==> src/rtl/sdp_ram_reader.sv <==
// Streams COUNT consecutive entries from an sdp_ram read port onto an AXI-Stream master.
// A 2-entry output buffer hides the RAM's 1-cycle read latency and keeps 1 beat/clk.
module sdp_ram_reader #(
  parameter  int DW = 512,
  parameter  int DD = 16384,
  localparam int AW = $clog2(DD),
  localparam int CW = $clog2(DD + 1)
) (
  input  logic          clk,
  input  logic          resetn,
  input  logic          start,
  input  logic [AW-1:0] start_addr,
  input  logic [CW-1:0] count,
  output logic          busy,
  output logic          done,
  output logic [AW-1:0] ram_addrb,
  input  logic [DW-1:0] ram_dob,
  output logic [DW-1:0] axis_tdata,
  output logic          axis_tvalid,
  output logic          axis_tlast,
  input  logic          axis_tready
);

  localparam logic [1:0] S_IDLE = 2'd0;
  localparam logic [1:0] S_RUN  = 2'd1;
  localparam logic [1:0] S_DONE = 2'd2;

  logic [1:0]    state_q, state_d;
  logic [AW-1:0] rd_ptr_q, rd_ptr_d;
  logic [CW-1:0] issue_rem_q, issue_rem_d;
  logic          inflight_q, inflight_d;
  logic          infl_last_q, infl_last_d;
  logic [1:0]    occ_q, occ_d;
  logic [DW-1:0] buf0_q, buf0_d;
  logic [DW-1:0] buf1_q, buf1_d;
  logic          last0_q, last0_d;
  logic          last1_q, last1_d;

  logic          pop_s;
  logic          push_s;
  logic          issue_s;

  // Buffer level counts the read in flight so a stalled stream never overflows it
  always_comb begin
    pop_s   = (occ_q != 2'd0) && axis_tready;
    push_s  = inflight_q;
    issue_s = (state_q == S_RUN) && (issue_rem_q != '0) &&
              (({1'b0, occ_q} + {2'b00, inflight_q}) < (3'd2 + {2'b00, pop_s}));
  end

  // Command FSM and read-issue pointer
  always_comb begin
    state_d     = state_q;
    rd_ptr_d    = rd_ptr_q;
    issue_rem_d = issue_rem_q;
    case (state_q)
      S_IDLE: begin
        if (start) begin
          rd_ptr_d    = start_addr;
          issue_rem_d = count;
          state_d     = (count == '0) ? S_DONE : S_RUN;
        end else begin
          state_d = S_IDLE;
        end
      end
      S_RUN: begin
        if (pop_s && last0_q) begin
          state_d = S_DONE;
        end else begin
          state_d = S_RUN;
        end
        if (issue_s) begin
          rd_ptr_d    = (rd_ptr_q == AW'(DD - 1)) ? '0 : rd_ptr_q + AW'(1);
          issue_rem_d = issue_rem_q - CW'(1);
        end else begin
          rd_ptr_d    = rd_ptr_q;
          issue_rem_d = issue_rem_q;
        end
      end
      S_DONE:  state_d = S_IDLE;
      default: state_d = S_IDLE;
    endcase
    inflight_d  = issue_s;
    infl_last_d = issue_s && (issue_rem_q == CW'(1));
  end

  // Output buffer: head in buf0, push captures ram_dob the cycle after its issue
  always_comb begin
    occ_d   = occ_q;
    buf0_d  = buf0_q;
    buf1_d  = buf1_q;
    last0_d = last0_q;
    last1_d = last1_q;
    case ({push_s, pop_s})
      2'b10: begin
        if (occ_q == 2'd0) begin
          buf0_d  = ram_dob;
          last0_d = infl_last_q;
        end else begin
          buf1_d  = ram_dob;
          last1_d = infl_last_q;
        end
        occ_d = occ_q + 2'd1;
      end
      2'b01: begin
        buf0_d  = buf1_q;
        last0_d = last1_q;
        last1_d = 1'b0;
        occ_d   = occ_q - 2'd1;
      end
      2'b11: begin
        if (occ_q == 2'd1) begin
          buf0_d  = ram_dob;
          last0_d = infl_last_q;
        end else begin
          buf0_d  = buf1_q;
          last0_d = last1_q;
          buf1_d  = ram_dob;
          last1_d = infl_last_q;
        end
      end
      default: occ_d = occ_q;
    endcase
  end

  // State registers
  always_ff @(posedge clk or negedge resetn) begin
    if (!resetn) begin
      state_q     <= S_IDLE;
      rd_ptr_q    <= '0;
      issue_rem_q <= '0;
      inflight_q  <= 1'b0;
      infl_last_q <= 1'b0;
      occ_q       <= 2'd0;
      buf0_q      <= '0;
      buf1_q      <= '0;
      last0_q     <= 1'b0;
      last1_q     <= 1'b0;
    end else begin
      state_q     <= state_d;
      rd_ptr_q    <= rd_ptr_d;
      issue_rem_q <= issue_rem_d;
      inflight_q  <= inflight_d;
      infl_last_q <= infl_last_d;
      occ_q       <= occ_d;
      buf0_q      <= buf0_d;
      buf1_q      <= buf1_d;
      last0_q     <= last0_d;
      last1_q     <= last1_d;
    end
  end

  assign busy        = (state_q != S_IDLE);
  assign done        = (state_q == S_DONE);
  assign ram_addrb   = rd_ptr_q;
  assign axis_tdata  = buf0_q;
  assign axis_tvalid = (occ_q != 2'd0);
  assign axis_tlast  = last0_q;

endmodule

==> config.mk <==
export PLATFORM = sky130hd
export DESIGN_NAME = sdp_ram_reader
export DESIGN_NICKNAME = d
export VERILOG_FILES = /design/src/rtl/sdp_ram_reader.sv
export SDC_FILE = /design/constraint.sdc
export NUM_CORES = 2
export LEC_CHECK = 0
export ABC_AREA = 1
export CORE_AREA = 5 5 421 423
export CTS_CLUSTER_SIZE = 30
export DETAILED_ROUTE_END_ITERATION = 16
export DIE_AREA = 0 0 426 428
export PLACE_DENSITY = 0.57
export SLEW_MARGIN = 40
export SYNTH_ARGS = -nofsm -noshare
export SYNTH_HDL_FRONTEND = slang
export SYNTH_SLANG_ARGS = --single-unit
==> constraint.sdc <==
create_clock -name clk -period 6.6 [get_ports clk]
set_input_delay 1.32 -clock clk [delete_from_list [all_inputs] [get_ports clk]]
set_output_delay 1.32 -clock clk [all_outputs]
set_load 0.005 [all_outputs]
==> metrics.sh <==
WORSTHOLDPATHTYPE='in2async'
DRT_FIRST_PASS_ITERS=6
CTS.HOLD.BUFFERS_ADDED=0
TOTAL_VIAS_IN_THE_FINAL_ROUTE=40790
SYNTHESIZED_CELL_AREA_MM2=0.04746
OUTCOME='finished clean'
LAYOUT_CELL_SHARE_WITH_DRIVE_STRENGTH_BEYOND_1_PCT=5.401
FINISH.NET_COUNT=6820
CRITICAL_PATH_STARTPOINT_CATEGORY='input pin'
GLOBALPLACE.CONGESTION=0.8531
WL_PER_CELL_UM=19.49
PORT_BUFFERS=1074
FINAL-INSTANCE-COUNT-EXCL-FILL=8719
WORST_SETUP_END_KIND='register'
P_CLK_SHARE_PCT=21.5
POWER_SPENT_CHARGING_AND_DISCHARGING_NETS_uW=12630
POWER-PER-CELL-AREA_mW_PER_MM2=510.8
DP.CELLS=8462
WORST_EP_ARRIVAL_TIME_NS=4.20
CTS-ROOT-BUF='sky130_fd_sc_hd__clkbuf_16'
DRT.ANTENNA.VIOLATING_NETS=0
MET1_USAGE_PCT=23.58
ANTENNA_FOUND_INITIAL=32
CP_DATA_REQUIRED_TIME_NS=7.21
POSTSYNTHCELLCOUNT=5397
TIMING.FINAL.HOLD_VIOLATIONS=0
YOSYSSEQAREASHARE_PCT=55.94
CTS_NUM_SINKS=1061
TIMING.SETUP.TNS_NS=0
CORE_MM2=0.1731
FP.DIEAREA_MM2=0.1823
ROUTE.DETAILED.DRC=0
GRT.BUSIEST_LAYER='met2'
DIE-WIDTH_UM=426
MAX-CLOCK-PATH-BUFFERS=3
MAXIMUM_NUMBER_OF_PINS_ON_ONE_NET_BEFORE_GLOBAL_ROUTE_REPAIR=178
HOLD_WS_NS=0.4373
INTPOWER_uW=20360
FINALCLOCKSKEW_NS=0.03024
DRV_CAP=0
DP_SLACK_NS=2.176
CTS_TREE='done'
WORSTSKEWPAIRLATENCY_NS=0.77
MOST_COMMON_CELL_AFTER_LAYOUT_FILL_AND_TAPS_ASIDE='sky130_fd_sc_hd__clkdlybuf4s50_1'
MIN_PERIOD_NS=3.586
TIMING_WORST_SETUP_PATH_TYPE='in2reg'
TIGHTEST_SLEW_NS=0.8954
TRITONCTS.NUM_BUFFERS=121
GROUTE.USAGE.OVERALL_PCT=18.06
FIRST_GLOBAL_VIAS=40450
WORST-PATH-MAX-FANOUT=138
YOSYS_REGISTER_BITS=1061
SW_FRAC_OF_TOTAL_PCT=38.28
YS_TYPES=35
VIAS_PER_CELL=4.678
PEAKVDDDROP_uV=366.3
PLACE_HPWL_MM=116.8
CTS.REPORTEDPATHS.CLKPINSLEW_NS=0.06
IOPINCOUNT=1075
POWER.STATIC_LEAKAGE_uW=0.02803
RSZ0062_AT_GRT='false'
FINAL_CRITICAL_PATH_SETUP_SLACK_NS=3.014
LAYOUT.CORE_UTILIZATION_PCT=37.33
SYNTH-WARNING-COUNT=0
STANDARD_CELL_ROWS=153
POST-CTS-SETUP-BUFFERS=0
AREA.GROWTH.SYNTH_TO_FINAL_PCT=36.09
POST_CTS_RESIZED=0
CTS.HTREE.LEVELS=3
FLOORPLAN.INITIALDENSITY_PCT=27.43
USE_MET3_PCT=3.255
MOSTFREQUENTLAYOUTCELLS='sky130_fd_sc_hd__clkdlybuf4s50_1, sky130_fd_sc_hd__dfrtp_1, sky130_fd_sc_hd__o21ai_0'
MIN_PERIOD_OVER_PERIOD_PCT=54.34
TIMING.FINAL.SETUP_VIOLATIONS=0
SYNTHESIS.AREA_PER_INSTANCE_UM2=8.794
DIEHEIGHT_UM=428
COMB_POWER_SHARE_PCT=43.0
DRTITER0DRC=3014
TIMING.MAX_SLEW.REL_SLACK_PCT=40.31
N_FILL_CELL=17490
FMAXACHIEVABLE_GHz=0.2788
SYNTHESIS.NETS=5953
POWER.SEQUENTIAL.FRACTION_PCT=35.5
GLOBALROUTEMET2UTIL_PCT=29.28
FINAL-MAX-SLEW-VIOLATION-COUNT=0
WIRE_LENGTH_OF_THE_FIRST_GLOBAL_ROUTING_PASS_MM=258.2
GLOBALROUTE.TOTALOVERFLOW=0
TOTALWIRELENGTH_MM=169.9
through the flow:
| step | instance area [um2] | power [uW] |
|---|---|---|
| after global routing | 64590 | 35450 |
| final | 64590 | 32990 |
| after CTS | 64420 | 33410 |
| after detailed placement | 60210 | 26130 |
| after floorplan | 47460 | 19110 |
| after global placement | 60020 | 25700 |
worst paths after layout:
check,cells past startpoint,slack [ns],from,end
hold reg to reg,2,0.48,buf1_q[445],buf1_q[445]
setup reg to reg,10,3.22,occ_q[0],axis_tdata[257]
setup / recovery,8,3.01,axis_tready,axis_tdata[257]
hold / removal,1,0.44,resetn,ram_addrb[0]
max in group asynchronous,5,4.52,resetn,buf1_q[370]
min in group clk,2,0.48,buf1_q[445],buf1_q[445]
synthesized netlist by cell type, drive strengths merged:
cell type     n  share of area (%)
o21ai      1058                 11
nor4          3              0.040
xor2          8               0.15
o211ai        4              0.074
ha           11               0.29
nand4         6              0.079
inv         555                4.4
nor3          1              0.011
nor2        565                4.5
nand3b        3              0.047
o21bai        3              0.047
o41ai         1              0.018
dfrtp      1061                 56
or2         513                6.8
buf         202                2.5
o21a          2              0.032
nand3        23               0.24
nand2       654                5.2
o22ai         1              0.013
clkbuf      206                1.7
a31oi       512                6.7
a21oi         4              0.042
xnor2         1              0.018
sequential cells by signal, summed over array words and instances, names as in the netlist, 2 cells and up:
name	cells
buf1_q	512
state_q	2
axis_tdata	512
ram_addrb	14
occ_q	2
issue_rem_q	15
critical path, stage by stage:
cell and delay (ns):
sky130_fd_sc_hd__clkdlybuf4s50_1 0.49, sky130_fd_sc_hd__nand2_2 0.11, sky130_fd_sc_hd__inv_1 0.15, sky130_fd_sc_hd__ha_4 0.60, sky130_fd_sc_hd__o21a_4 0.59, sky130_fd_sc_hd__buf_12 0.47
sky130_fd_sc_hd__or2_1 0.18, sky130_fd_sc_hd__a31oi_1 0.08
layer usage:
layer / up-vias / part of all wire (%) / wire (um)
met5: - / 0.012 / 20
met4: 2 / 4.0 / 6720
met3: 268 / 5.6 / 9550
met2: 1230 / 48 / 80940
met1: 19900 / 43 / 72710
li1: 19390 / - / -
power by group through the flow:
stage               clock [uW]  combinational (uW)  sequential [uW]
finish                    7100               14200            11700
global placement             0               14000            11700
detailed placement           0               14300            11800
global route              7560               15800            12100
CTS                       7310               14400            11700
floorplan                    0                7650            11500
logic make-up after synthesis:
family          count (synthesis)  synth area share, %
xor+xnor                        9               0.1661
simple gates                 1768                16.87
compound gates               1585                18.13
fa+ha+maj                      11               0.2900
buf+inv                       963                8.599
flops                        1061                55.94
final cells by class:
class                   count  area, um2  share of cell area, %
flip-flops and latches   1061      26550                  41.10
diodes                     25      62.56                0.09685
repair buffers           1152      11910                  18.43
multi-input cells        3373      16870                  26.12
inverters                 555       2083                  3.225
well taps                2325       2909                  4.504
clock buffers             178       3613                  5.594
clock inverters            50      598.1                 0.9259
Power figures use the tool's default switching activity.
